[config.mk]
export PLATFORM = sky130hd
export DESIGN_NAME = adaptive_phase_ctrl
export DESIGN_NICKNAME = d
export VERILOG_FILES = /design/src/rtl/adaptive_phase_ctrl_pkg.sv /design/src/rtl/adaptive_phase_ctrl_dir_argmax.sv /design/src/rtl/adaptive_phase_ctrl.sv
export SDC_FILE = /design/constraint.sdc
export NUM_CORES = 1
export LEC_CHECK = 0
export CAP_MARGIN = 30
export CORE_UTILIZATION = 59
export DETAILED_ROUTE_END_ITERATION = 10
export PLACE_DENSITY = 0.84
export SYNTH_ARGS = -nofsm -noshare
export SYNTH_HDL_FRONTEND = slang
export SYNTH_SLANG_ARGS = --single-unit
[constraint.sdc]
create_clock -name clk -period 11.7 [get_ports clk]
set_input_delay 2.34 -clock clk [delete_from_list [all_inputs] [get_ports clk]]
set_output_delay 2.34 -clock clk [all_outputs]
set_load 0.05 [all_outputs]
[src/rtl/adaptive_phase_ctrl_pkg.sv]
// Shared types and helpers for the adaptive traffic-phase controller.
// Optional build macro consumed by the top: PHASE_PREEMPT_EN.
package phase_ctrl_pkg;

  typedef enum logic [1:0] {
    ST_ALL_RED,
    ST_GREEN,
    ST_YELLOW
  } phase_state_e;

  // Direction vectors are carried at a fixed width so helpers stay parameter-free.
  localparam int MAX_DIRS = 32;
  typedef logic [MAX_DIRS-1:0] dir_vec_t;

  function automatic int sum_width(int cnt_w, int lanes);
    return cnt_w + $clog2(lanes) + 1;
  endfunction

  function automatic int onehot_to_idx(dir_vec_t v);
    int idx = 0;
    for (int i = 0; i < MAX_DIRS; i++) begin
      if (v[i]) idx = i;
    end
    return idx;
  endfunction

  function automatic dir_vec_t idx_to_onehot(int idx);
    return dir_vec_t'(1) << idx;
  endfunction

  function automatic logic is_onehot(dir_vec_t v);
    return $onehot(v);
  endfunction

endpackage

[src/rtl/adaptive_phase_ctrl_dir_argmax.sv]
// Combinational busiest-direction finder: sums each direction's lanes and picks
// the largest non-excluded sum, lowest index on ties; zero sums never win.
module dir_argmax
  import phase_ctrl_pkg::*;
#(
  parameter int NUM_DIR       = 4,
  parameter int LANES_PER_DIR = 2,
  parameter int CNT_W         = 8,
  localparam int IDX_W        = (NUM_DIR > 1) ? $clog2(NUM_DIR) : 1
) (
  input  logic [NUM_DIR*LANES_PER_DIR*CNT_W-1:0] lane_cnt_i,
  input  logic [NUM_DIR-1:0]                     exclude_i,
  output logic [IDX_W-1:0]                       idx_o,
  output logic                                   demand_o
);

  localparam int SUM_W = sum_width(CNT_W, LANES_PER_DIR);

  logic [SUM_W-1:0] sum;
  logic [SUM_W-1:0] best;

  // NOTE: every variable driven here gets a default first so no path can infer a latch.
  always_comb begin
    idx_o    = '0;
    demand_o = 1'b0;
    best     = '0;
    sum      = '0;
    for (int d = 0; d < NUM_DIR; d++) begin
      sum = '0;
      for (int l = 0; l < LANES_PER_DIR; l++) begin
        sum = sum + SUM_W'(lane_cnt_i[(d*LANES_PER_DIR+l)*CNT_W +: CNT_W]);
      end
      // Strict compare keeps the lowest index on ties and rejects empty directions.
      if (!exclude_i[d] && sum > best) begin
        best     = sum;
        idx_o    = IDX_W'(d);
        demand_o = 1'b1;
      end
    end
  end

endmodule

[src/rtl/adaptive_phase_ctrl.sv]
// Adaptive traffic-phase controller: green -> yellow -> all-red sequencing toward
// the busiest waiting direction. Optional macro PHASE_PREEMPT_EN adds preemption.
module adaptive_phase_ctrl
  import phase_ctrl_pkg::*;
#(
  parameter int NUM_DIR       = 4,
  parameter int LANES_PER_DIR = 2,
  parameter int CNT_W         = 8,
  parameter int MIN_GREEN     = 4,
  parameter int MAX_GREEN     = 12,
  parameter int YELLOW        = 3,
  parameter int ALL_RED       = 1
) (
  input  logic                                   clk,
  input  logic                                   rst,
  input  logic [NUM_DIR*LANES_PER_DIR*CNT_W-1:0] lane_cnt,
  output logic [NUM_DIR*LANES_PER_DIR-1:0]       green,
  output logic [NUM_DIR*LANES_PER_DIR-1:0]       yellow,
  output logic [NUM_DIR-1:0]                     cur_dir,
  output logic                                   phase_start
`ifdef PHASE_PREEMPT_EN
  ,
  input  logic                                   preempt_req,
  input  logic [NUM_DIR-1:0]                     preempt_dir
`endif
);

  localparam int NL      = NUM_DIR * LANES_PER_DIR;
  localparam int IDX_W   = (NUM_DIR > 1) ? $clog2(NUM_DIR) : 1;
  localparam int SUM_W   = sum_width(CNT_W, LANES_PER_DIR);
  localparam int TMR_A   = (MAX_GREEN > YELLOW) ? MAX_GREEN : YELLOW;
  localparam int TMR_MAX = (TMR_A > ALL_RED) ? TMR_A : ALL_RED;
  localparam int TMR_W   = $clog2(TMR_MAX + 1);

  phase_state_e     state_q;
  logic [TMR_W-1:0] timer_q;
  logic [IDX_W-1:0] cur_idx_q;
  logic [IDX_W-1:0] next_idx_q;
  logic             after_reset_q;

  logic [IDX_W-1:0] oth_idx, all_idx, sel_idx, pre_idx;
  logic             oth_dem, all_dem, pre_valid;
  logic [NUM_DIR-1:0] pre_dir;
  logic [SUM_W-1:0] cur_sum;
  logic             green_done, pre_switch, pre_hold;
  int               t_cur;

  function automatic logic [NL-1:0] lanes_of(logic [IDX_W-1:0] d);
    logic [NL-1:0] m = '0;
    for (int i = 0; i < NL; i++) m[i] = (i / LANES_PER_DIR == int'(d));
    return m;
  endfunction

  function automatic logic [NUM_DIR-1:0] dir_of(logic [IDX_W-1:0] d);
    dir_vec_t oh = idx_to_onehot(int'(d));
    return oh[NUM_DIR-1:0];
  endfunction

  dir_argmax #(.NUM_DIR(NUM_DIR), .LANES_PER_DIR(LANES_PER_DIR), .CNT_W(CNT_W)) u_other (
    .lane_cnt_i (lane_cnt),
    .exclude_i  (cur_dir),
    .idx_o      (oth_idx),
    .demand_o   (oth_dem)
  );

  dir_argmax #(.NUM_DIR(NUM_DIR), .LANES_PER_DIR(LANES_PER_DIR), .CNT_W(CNT_W)) u_all (
    .lane_cnt_i (lane_cnt),
    .exclude_i  ('0),
    .idx_o      (all_idx),
    .demand_o   (all_dem)
  );

`ifdef PHASE_PREEMPT_EN
  dir_vec_t pre_vec;
  assign pre_vec   = dir_vec_t'(preempt_dir);
  assign pre_valid = preempt_req && is_onehot(pre_vec);
  assign pre_idx   = IDX_W'(onehot_to_idx(pre_vec));
  assign pre_dir   = preempt_dir;
`else
  assign pre_valid = 1'b0;
  assign pre_idx   = '0;
  assign pre_dir   = '0;
`endif

  always_comb begin
    cur_sum = '0;
    for (int d = 0; d < NUM_DIR; d++) begin
      for (int l = 0; l < LANES_PER_DIR; l++) begin
        if (cur_dir[d]) cur_sum = cur_sum + SUM_W'(lane_cnt[(d*LANES_PER_DIR+l)*CNT_W +: CNT_W]);
      end
    end
  end

  always_comb begin
    if (pre_valid)          sel_idx = pre_idx;
    else if (after_reset_q) sel_idx = all_dem ? all_idx : '0;
    else                    sel_idx = next_idx_q;
  end

  assign t_cur      = int'(timer_q) + 1;
  assign green_done = oth_dem && ((t_cur >= MIN_GREEN && cur_sum == '0) || t_cur >= MAX_GREEN);
  assign pre_switch = pre_valid && (pre_dir != cur_dir);
  assign pre_hold   = pre_valid && (pre_dir == cur_dir);

  // NOTE: sequential state uses non-blocking assignments so every register samples pre-edge values.
  always_ff @(posedge clk) begin
    if (rst) begin
      state_q       <= ST_ALL_RED;
      timer_q       <= '0;
      cur_idx_q     <= '0;
      next_idx_q    <= '0;
      after_reset_q <= 1'b1;
      green         <= '0;
      yellow        <= '0;
      cur_dir       <= '0;
      phase_start   <= 1'b0;
    end else begin
      phase_start <= 1'b0;
      // The timer saturates so an indefinitely held green never wraps.
      if (int'(timer_q) < TMR_MAX) timer_q <= timer_q + 1'b1;
      case (state_q)
        ST_ALL_RED: begin
          if (pre_valid) begin
            next_idx_q    <= pre_idx;
            after_reset_q <= 1'b0;
          end
          if (int'(timer_q) >= ALL_RED - 1) begin
            state_q       <= ST_GREEN;
            timer_q       <= '0;
            after_reset_q <= 1'b0;
            cur_idx_q     <= sel_idx;
            cur_dir       <= dir_of(sel_idx);
            green         <= lanes_of(sel_idx);
            phase_start   <= 1'b1;
          end
        end
        ST_GREEN: begin
          if (pre_switch || (!pre_hold && green_done)) begin
            state_q    <= ST_YELLOW;
            timer_q    <= '0;
            next_idx_q <= pre_switch ? pre_idx : oth_idx;
            green      <= '0;
            yellow     <= lanes_of(cur_idx_q);
          end
        end
        ST_YELLOW: begin
          if (pre_valid) next_idx_q <= pre_idx;
          if (int'(timer_q) >= YELLOW - 1) begin
            state_q <= ST_ALL_RED;
            timer_q <= '0;
            yellow  <= '0;
          end
        end
        default: begin
          state_q <= ST_ALL_RED;
          timer_q <= '0;
          green   <= '0;
          yellow  <= '0;
        end
      endcase
    end
  end

endmodule

Yosys cells after proc, flatten, opt, wreduce, memory -nomap -nowiden

Cells that the tools add are included.
Widths: inputs -> output; s select.

Bits in registers: 32
Bits in latches: 0
Bits in writable memories: 0
Bits in read-only memories: 0
Bits of input ports: 66
Output and inout bits: 21
Word-level logic and storage cells: 108
Memories: 0

$add $sub $neg: 13
Multiply operators: 0
Divide/modulo/power cells: 0
Magnitude comparators: 11
Equal/unequal tests: 10
Shift-type cells: 1
Muxes and demuxes: 43
Bitwise gates (word level): 2
Reduce and logical (&&, ||, !) cells: 19

Operator list:

| operator            | number |
|---|---|
| $mux 10             | 13 |
| $add 10x8->10       | 7 |
| $gt 10x10->1        | 6 |
| $pmux 8 s3          | 2 |
| $add 8x8->9         | 4 |
| $mux 8              | 4 |
| $mux 2              | 8 |
| $mux 4              | 3 |
| $mux 1              | 11 |
| $gt 10x1->1 const B | 1 |
| $logic_not 10->1    | 1 |
| $eq 2x2->1 const A  | 4 |
| $pmux 4 s2          | 1 |
| $logic_and 1x1->1   | 6 |
| $logic_not 2->1     | 3 |
| $pmux 2 s3          | 1 |
| $reduce_and 2->1    | 3 |
| $add 4x1->5 const B | 1 |
| $ge 5x3->1 const B  | 1 |
| $ge 5x4->1 const B  | 1 |
| $add 4x1->4 const B | 1 |
| $eq 1x2->1 const A  | 2 |
| $ge 4x2->1 const B  | 1 |
| $logic_not 1->1     | 4 |
| other kinds (8)     | 10 |

Longest topological paths before layout

Depth in word-level cells: 21
Depth in mapped cells: 51
Gate-level depth less buffers: 47

By module

A second synthesis with hierarchy kept.

Cells, all modules: 1118
Area, all modules: 8634.5 um2

Modules (own cells, without submodules):

| module                | instances | cells an instance | area an instance (um2) | sequential area each (um2) |
|---|---|---|---|---|
| adaptive_phase_ctrl   | 1         | 569               | 4335.4                 | 480.5 |
| dir_argmax at u_all   | 1         | 274               | 2149.6                 | 0.0 |
| dir_argmax at u_other | 1         | 275               | 2149.6                 | 0.0 |

Worst setup path after synthesis

Ideal clock, no wire load.

Path type: input-to-reg
Start point: input lane_cnt[0]
End point: register state_q[0]
Setup time: 121 ps
Arrival: 10746 ps
Data required time: 11579 ps
Path slack: 833 ps
Stages: 43
Buffers on the path: 0
Cell sequence: and2_1 ha_1 inv_1 fa_1 xor2_1 and2_1 o21ai_0 inv_1 ha_1 nand3_1 a21boi_0 nor3_1 or2_2 ha_1 o21ai_0 o21bai_1 a21oi_1 xor2_1 (+7 left out) ha_1 xnor2_1 a21o_1 ha_1 or2_2 o21a_1 mux2_2 ha_1 inv_1 nor4b_1 nor4bb_1 o311ai_0 a31oi_1 nor3_1 or4_4 o311a_4 nor2_1 mux2_2

Longest elaborated chain between the ends: 21
Elaborated cells between the ends (all ways): 37
Classes of those cells: 8 x add/sub; 4 x order compare; 1 x eq/ne; 15 x mux; 9 x reduce/logical

Ends and longest elaborated chain:

| item                                  | line                       | RTL |
|---|---|---|
| start: declaration                    | adaptive_phase_ctrl.sv:16  | `input logic [NUM_DIR*LANES_PER_DIR*CNT_W-1:0] lane_cnt,` |
| $mux 8                                | adaptive_phase_ctrl.sv:89  | `if (cur_dir[d]) cur_sum = cur_sum + SUM_W'(lane_cnt[(d*LANES_PER_DIR+l)*CNT_W +: CNT_W]);` |
| $add 10x8->10                         | adaptive_phase_ctrl.sv:89  |  |
| $mux 10                               | adaptive_phase_ctrl.sv:89  |  |
| $add 10x8->10                         | adaptive_phase_ctrl.sv:89  |  |
| $mux 10                               | adaptive_phase_ctrl.sv:89  |  |
| $add 10x8->10                         | adaptive_phase_ctrl.sv:89  |  |
| $mux 10                               | adaptive_phase_ctrl.sv:89  |  |
| $add 10x8->10                         | adaptive_phase_ctrl.sv:89  |  |
| (+5 left out)                         | n/a                        |  |
| $add 10x8->10                         | adaptive_phase_ctrl.sv:89  |  |
| $mux 10                               | adaptive_phase_ctrl.sv:89  |  |
| $logic_not 10->1                      | adaptive_phase_ctrl.sv:101 | `assign green_done = oth_dem && ((t_cur >= MIN_GREEN && cur_sum == '0) \|\| t_cur >= MAX_GREEN);` |
| $logic_and 1x1->1                     | adaptive_phase_ctrl.sv:101 |  |
| $logic_or 1x1->1                      | adaptive_phase_ctrl.sv:101 |  |
| $logic_and 1x1->1 (*)                 | adaptive_phase_ctrl.sv:101 |  |
| $ne 2x2->1 (no source line) (*)       | n/a                        |  |
| $reduce_and 2->1 (no source line) (*) | n/a                        |  |
| end signal: assignment                | adaptive_phase_ctrl.sv:108 | `state_q <= ST_ALL_RED;` |
| end signal: assignment                | adaptive_phase_ctrl.sv:128 | `state_q <= ST_GREEN;` |
| end signal: assignment                | adaptive_phase_ctrl.sv:139 | `state_q <= ST_YELLOW;` |
| end: declaration                      | adaptive_phase_ctrl.sv:35  | `phase_state_e state_q;` |

Mark *: on every way between the ends. The rest lies on a longest branch, timed or not.
A chain may end at the register's enable or synchronous reset.

Final worst setup path

Start point: input lane_cnt[0]
End point: register yellow[5]

Longest elaborated chain between the ends: 21
Elaborated cells between the ends (all ways): 37
Classes of those cells: 8 x add/sub; 4 x order compare; 1 x eq/ne; 15 x mux; 9 x reduce/logical

Ends and longest elaborated chain:

| item                                  | line                       | RTL |
|---|---|---|
| $mux 8                                | adaptive_phase_ctrl.sv:89  |  |
| $add 10x8->10                         | adaptive_phase_ctrl.sv:89  |  |
| $mux 10                               | adaptive_phase_ctrl.sv:89  |  |
| $add 10x8->10                         | adaptive_phase_ctrl.sv:89  |  |
| $mux 10                               | adaptive_phase_ctrl.sv:89  |  |
| $add 10x8->10                         | adaptive_phase_ctrl.sv:89  |  |
| $mux 10                               | adaptive_phase_ctrl.sv:89  |  |
| $add 10x8->10                         | adaptive_phase_ctrl.sv:89  |  |
| (+5 left out)                         | n/a                        |  |
| $add 10x8->10                         | adaptive_phase_ctrl.sv:89  |  |
| $mux 10                               | adaptive_phase_ctrl.sv:89  |  |
| $logic_not 10->1                      | adaptive_phase_ctrl.sv:101 |  |
| $logic_and 1x1->1                     | adaptive_phase_ctrl.sv:101 |  |
| $logic_or 1x1->1                      | adaptive_phase_ctrl.sv:101 |  |
| $logic_and 1x1->1 (*)                 | adaptive_phase_ctrl.sv:101 |  |
| $ne 2x2->1 (no source line) (*)       | n/a                        |  |
| $reduce_and 3->1 (no source line) (*) | n/a                        |  |
| end signal: assignment                | adaptive_phase_ctrl.sv:143 | `yellow <= lanes_of(cur_idx_q);` |
| end: declaration                      | adaptive_phase_ctrl.sv:18  | `output logic [NUM_DIR*LANES_PER_DIR-1:0] yellow,` |

Marked as above.

==> flow_metrics.env <==
export IMPL_setup_viol=0
export IMPL_clk_insertion_delay_late_ns=0.25
export IMPL_avgSynthCellArea_um2=7.58
export IMPL_clk_transition_reported_paths_ns=0.06
export IMPL_violations="design-rule violations"
export IMPL_cts_made_buffers=3
export IMPL_fraction_of_layout_cells_with_a_size_suffix_above_1=0.111
export IMPL_setup_worst_path_class="input port to flip-flop"
export IMPL_synth_largest_area_cell="sky130_fd_sc_hd__ha_1"
export IMPL_worst_slack_ns=0.292
export IMPL_worst_slew_pin_transition_ns=0.976
export IMPL_antenna_found_initial=0
export IMPL_die_width_um=112
export IMPL_ctsLongestPathBuffers=2
export IMPL_floorplan_rows=39
export IMPL_crit_arrival_ns=11.59
export IMPL_numPortBuffers=86
export IMPL_endpoint_kind="flip-flop"
export IMPL_post_synth_top_area_fraction=0.260
export IMPL_coreArea_um2=11600
export IMPL_globalRouteOverflowTotal=0
export IMPL_maximum_number_of_pins_on_one_net_before_global_route_repair=32
export IMPL_dieArea_um2=12400
export IMPL_yosysUniqueCellTypes=72
export IMPL_hp_start="cur_idx_q[0]"
export IMPL_sequential_to_total_area_share_from_yosys_stat=0.0678
export IMPL_pin_count=87
export IMPL_layout_worst_path_cycle_share=0.975
export IMPL_grt_use_total=0.298
export IMPL_yosys_register_bits=24
export IMPL_placedInstanceArea_um2=8290
export IMPL_worst_setup_path_startpoint="lane_cnt[0]"
export IMPL_final_design_area_no_fill_um2=8620
export IMPL_final_net_count=1266
export IMPL_hp_class="flip-flop to flip-flop"
export IMPL_antenna_cells_inserted=0
export IMPL_initial_utilization=0.613
export IMPL_cp_slowest_stage_delay_ns=0.55
export IMPL_run_status="finished with violations"
export IMPL_root_buffer_master="sky130_fd_sc_hd__clkbuf_16"
export IMPL_synthesis_yosys_warnings=0
export IMPL_synth_edff_count=0
export IMPL_dr_pass1_iters=10
export IMPL_crit_fanout=7
export IMPL_clock_skew_final_ns=0.00237
export IMPL_preCtsSetupSlack_ns=-0.261
export IMPL_worst_r2r_endpoint="yellow[5]"
export IMPL_clock_tree_htree_level_count=1
export IMPL_power_per_cell_area_nw_per_um2=180
export IMPL_layout_common_cells="sky130_fd_sc_hd__ha_1 (140), sky130_fd_sc_hd__clkdlybuf4s50_1 (86), sky130_fd_sc_hd__a21oi_1 (77)"
export IMPL_critical_path_slowest_cell="sky130_fd_sc_hd__or4b_4"
export IMPL_synthesis_nets=1159
export IMPL_worst_r2r_startpoint="cur_dir[0]"
export IMPL_syn_cell_area_um2=7080
export IMPL_synthArstFlopShare=0
export IMPL_clock_sinks=24
export IMPL_p_leak_nw=4.07
export IMPL_r2r_slack_ns=2.14
export IMPL_dieHeight_um=112
export IMPL_grt_pass1_wl_mm=30.9
export IMPL_route_detailed_vias_per_inst=6.15
export IMPL_relative_slew_slack=0.349
export IMPL_clock_fmax_ghz=0.0877
export IMPL_hold_path_endpoint="cur_idx_q[0]"
export IMPL_report_final_hold_viol_count=0
export IMPL_post_route_min_period_ns=11.41
export IMPL_timing_critical_path_required_ns=11.88
export IMPL_clock_tree_from_tritoncts="yes"
export IMPL_netlist_top_cells_area="sky130_fd_sc_hd__ha_1 (26%), sky130_fd_sc_hd__dfxtp_1 (6.8%), sky130_fd_sc_hd__a21oi_1 (5.9%)"
export IMPL_first_iter_violations=535
export IMPL_detail_route_antenna_nets=0
export IMPL_final_common_cell="sky130_fd_sc_hd__ha_1"
export IMPL_drv_max_cap_violation_count=0
export IMPL_route_detailed_drc=6
export IMPL_drt_wirelength_per_cell_um=16.3
export IMPL_synthCells=935
export IMPL_cp_common_cell="sky130_fd_sc_hd__ha_1"
export IMPL_area_growth_syn_to_layout_pct=21.7
export IMPL_synth_main_ff_cell="sky130_fd_sc_hd__dfxtp_1"
export IMPL_vias=7278
export IMPL_placed_wire_length_estimate_mm=15.5
export IMPL_place_gp_congestion=0.895
export IMPL_first_global_vias=6782
export IMPL_timing_max_transition_violations_final=0
export IMPL_r2r_cells=46
export IMPL_min_delay_path_depth=2
export IMPL_count_of_hold_buffers_inserted_by_post_cts_repair=0
export IMPL_route_final_wire_length_mm=19.3
export IMPL_ir_worst_vdd_mv=0.125
export IMPL_timing_critical_path_from_type="input port"
[metal layers]
layer	wire length, um	vias to the layer above	track usage
met5	0	-	0
met1	8820	3333	0.407
met4	318	0	0.0459
met3	1250	32	0.0125
met2	8950	268	0.527
li1	-	3645	-
[logic make-up (layout without fill, tap and decap cells)]
group | after synthesis | in the layout | share of synthesized area
xor+xnor | 59 | 59 | 0.0729
simple gates | 266 | 266 | 0.193
flops | 24 | 24 | 0.0678
buf+inv | 90 | 195 | 0.0530
mux | 22 | 22 | 0.0325
compound gates | 315 | 315 | 0.288
fa+ha+maj | 159 | 159 | 0.292
[cell type report]
type	instances	area, um^2
clock buffers	3	75.1
multi-input cells	821	6460
repair buffers	129	1180
inverters	63	236
well taps	143	179
fillers	901	2950
flip-flops and latches	24	480
[power breakdown]
part	total (W)	internal [W]	switching (W)	leakage (nW)
Combinational	0.00138	0.000620	0.000757	3.84
Clock	0.0000720	0.0000452	0.0000269	0.0370
Sequential	0.000105	0.0000927	0.0000120	0.196
Total	0.00155	0.000758	0.000796	4.07
[critical path, delay by kind of cell]
kind	cells	cell delay, ns
XOR/XNOR	7	1.00
adder cells (fa/ha/maj)	8	2.22
AND/OR/NAND/NOR	7	1.43
buffers and inverters	5	0.91
AO/OA/AOI/OAI	19	3.44
multiplexers	1	0.27
[flip-flops by register name, summed over array words and instances (netlist names)]
name and flops:
green 4, next_idx_q 2, state_q 2, cur_idx_q 2
after_reset_q 1, yellow 4, cur_dir 4, timer_q 4
phase_start 1
[synth_stat cells, types with 3 or more instances]
master and number:
sky130_fd_sc_hd__a211oi_1 11, sky130_fd_sc_hd__a21boi_0 3, sky130_fd_sc_hd__a21o_1 43, sky130_fd_sc_hd__a21oi_1 84, sky130_fd_sc_hd__a31o_2 6, sky130_fd_sc_hd__a31oi_1 6
sky130_fd_sc_hd__a32o_1 3, sky130_fd_sc_hd__and2_1 15, sky130_fd_sc_hd__and3_1 5, sky130_fd_sc_hd__buf_4 8, sky130_fd_sc_hd__clkbuf_1 18, sky130_fd_sc_hd__dfxtp_1 24
sky130_fd_sc_hd__fa_1 11, sky130_fd_sc_hd__ha_1 147, sky130_fd_sc_hd__inv_1 62, sky130_fd_sc_hd__mux2_2 8, sky130_fd_sc_hd__mux2i_1 14, sky130_fd_sc_hd__nand2_1 61
sky130_fd_sc_hd__nand2b_1 20, sky130_fd_sc_hd__nand3_1 9, sky130_fd_sc_hd__nand4_1 7, sky130_fd_sc_hd__nand4b_1 3, sky130_fd_sc_hd__nor2_1 70, sky130_fd_sc_hd__nor2b_1 17
sky130_fd_sc_hd__nor3_1 17, sky130_fd_sc_hd__nor3b_1 4, sky130_fd_sc_hd__nor4_1 6, sky130_fd_sc_hd__nor4b_1 4, sky130_fd_sc_hd__o211ai_1 3, sky130_fd_sc_hd__o21a_1 20
sky130_fd_sc_hd__o21ai_0 74, sky130_fd_sc_hd__o21bai_1 16, sky130_fd_sc_hd__o221ai_1 3, sky130_fd_sc_hd__o311ai_0 3, sky130_fd_sc_hd__o31a_1 5, sky130_fd_sc_hd__o31ai_1 8
sky130_fd_sc_hd__o41ai_1 3, sky130_fd_sc_hd__or2_2 5, sky130_fd_sc_hd__or3_1 4, sky130_fd_sc_hd__or4_1 5, sky130_fd_sc_hd__xnor2_1 37, sky130_fd_sc_hd__xor2_1 22
[stage by stage]
| stage | util | std cells | TNS, ns | hold WS (ns) | total power, W |
|---|---|---|---|---|---|
| final | 0.745 | 1183 | 0 | 0.469 | 0.00155 |
| after global routing | 0.745 | 1183 | -0.625 | 0.509 | 0.00171 |
| after CTS | 0.723 | 1179 | 0 | 0.473 | 0.00146 |
| after detailed placement | 0.716 | 1176 | -1.88 | 0.465 | 0.00138 |
| after global placement | 0.716 | 1176 | 0 | 0.455 | 0.00135 |
| after floorplan | - | 935 | 0 | 0.444 | 0.00107 |
[how the worst max path moves through the flow]
stage / endpoint / slack, ns / cells after the start
2_1_floorplan: state_q[0] / 0.83 / 43
3_3_place_gp: yellow[5] / 0.02 / 47
3_5_place_dp: yellow[5] / -0.26 / 45
4_1_cts: yellow[5] / 0.08 / 46
5_1_grt: yellow[5] / -0.15 / 47
6_report: yellow[5] / 0.29 / 47
[timing repair]
item / CTS / global route
endpoints found under the setup margin: 3 / 16
setup buffers: 0 / 4
resized for setup: 1 / 50
pin swaps: 0 / 8
No activity file was read; power rests on OpenSTA's default activity.
==> RTL edit, RTL diff (same settings) <==
Build with the macro `PHASE_PREEMPT_EN` defined.
--- a/src/rtl/adaptive_phase_ctrl.sv
+++ b/src/rtl/adaptive_phase_ctrl.sv
@@ -2,2 +2,4 @@
 // the busiest waiting direction. Optional macro PHASE_PREEMPT_EN adds preemption.
+`define PHASE_PREEMPT_EN
+
 module adaptive_phase_ctrl
Interface: changed (added preempt_dir and preempt_req); port bits go from 87 to 92. No check against the original RTL was run, so the function may have changed too.
==> RTL edit against the original RTL <==
- design area increased by 5.1%
- via count increased by 8.0%
- setup slack worse by 0.017 ns
- sequential cell count unchanged
- clock power grew 37%
- register-to-register slack improved by 0.02 ns
- utilization decreased by 2.8 points
- synthesized area rose by 7.9%
- synthesized cell count is 7.0% higher
- routed wire length up 13%
- power grew 46%
- largest cell class unchanged
==> RTL edit: results (changes against the original RTL) <==
status = finished, final reports clean (was complete, but fails checks)
Syn Area/Cell = 7.65 um2 (was 7.58 um2)
Hold WS = 0.491 ns (was 0.469 ns)
leakage = 4.15 nW (was 4.07 nW)
vias in the first global route = 7,346 (was 6,782)
synth top area cells = ha_1, dfxtp_1, a21oi_1 (unchanged)
Worst Clk Skew = 0.00520 ns (was 0.00237 ns)
Slowest-stage cell, CP = or4_1 (was or4b_4)
vias = 7,862 (was 7,278)
Clk pwr share = 0.043 (was 0.046)
crit path capture = yellow[3] (was yellow[5])
global-route wire length before repair = 34,700 um (was 30,900 um)
wl on met1 = 9840 um (was 8820 um)
Crit path largest cell delay = 0.53 ns (was 0.55 ns)
Hold Crit Start = green[3] (was cur_idx_q[0])
Starting DRT DRC Count = 513 (was 535)
Post-Route WL = 21,900 um (was 19,300 um)
share of layout cells above drive strength 1 = 0.102 (was 0.111)
R2R Setup Slk = 2.16 ns (was 2.14 ns)
post-synthesis sequential area ratio = 0.0628 (was 0.0678)
H-Tree Depth = 1 (unchanged)
global routing met2 resource utilization = 0.556 (was 0.527)
Avg WL per Cell = 17.4 um (was 16.3 um)
switching power = 1.22 mW (was 0.796 mW)
Worst Tran Pin Value = 0.989 ns (was 0.976 ns)
fin crit share = 0.977 (was 0.975)
gr usage total = 0.322 (was 0.298)
gp weighted congestion = 0.975 (was 0.895)
placed cell count = 1,244 (was 1,176)
Fillers = 1,057 (was 901)
worst slack, placed = -0.169 ns (was -0.261 ns)
drt first pass iters = 6 (was 10)
WL met2 = 10,200 um (was 8950 um)
Reg power frac = 0.054 (was 0.067)
Hold Path End = green[3] (was cur_idx_q[0])
placed cell area = 8690 um2 (was 8290 um2)
P_clk = 0.0984 mW (was 0.0720 mW)
wire length on met3 = 1220 um (was 1250 um)
Port Buffer Count = 91 (was 86)
Critical Path AT = 11.54 ns (was 11.59 ns)
synth unique cells = 89 (was 72)
pin count of the biggest net entering global routing = 34 (was 32)
Syn Nets = 1,232 (was 1,159)
final non-filler cell area = 9050 um2 (was 8620 um2)
maximum VDD drop = 0.155 mV (was 0.125 mV)
met1 Usage GRT = 0.423 (was 0.407)
==> RTL edit: cell types whose count changed after synthesis, moves of 6 or more <==
cell | unedited run | this run
inv_1 | 62 | 79
mux2_2 | 8 | 15
nand3_1 | 9 | 24
a211oi_1 | 11 | 19
a21oi_1 | 84 | 77
nand2b_1 | 20 | 14
==> RTL edit: final cells by class <==
class                   count  area share
clock inverters             1     0.00332
well taps                 172      0.0238
repair buffers            113       0.119
clock buffers               3     0.00829
flip-flops and latches     24      0.0531
inverters                  79      0.0328
multi-input cells         864       0.760
==> RTL edit: logic make-up after synthesis <==
kind of cell,Yosys count,share of synthesized area
AO/OA/AOI/OAI,329,0.289
AND/OR/NAND/NOR,282,0.193
adder cells (fa/ha/maj),161,0.275
buffers and inverters,112,0.0632
XOR/XNOR,60,0.0715
multiplexers,32,0.0450
flip-flops,24,0.0628
==> RTL edit: timing repair <==
item,CTS,global route
hold buffers,0,0
endpoints found under the setup margin,0,16
setup buffers,0,8
gates resized for setup,0,45
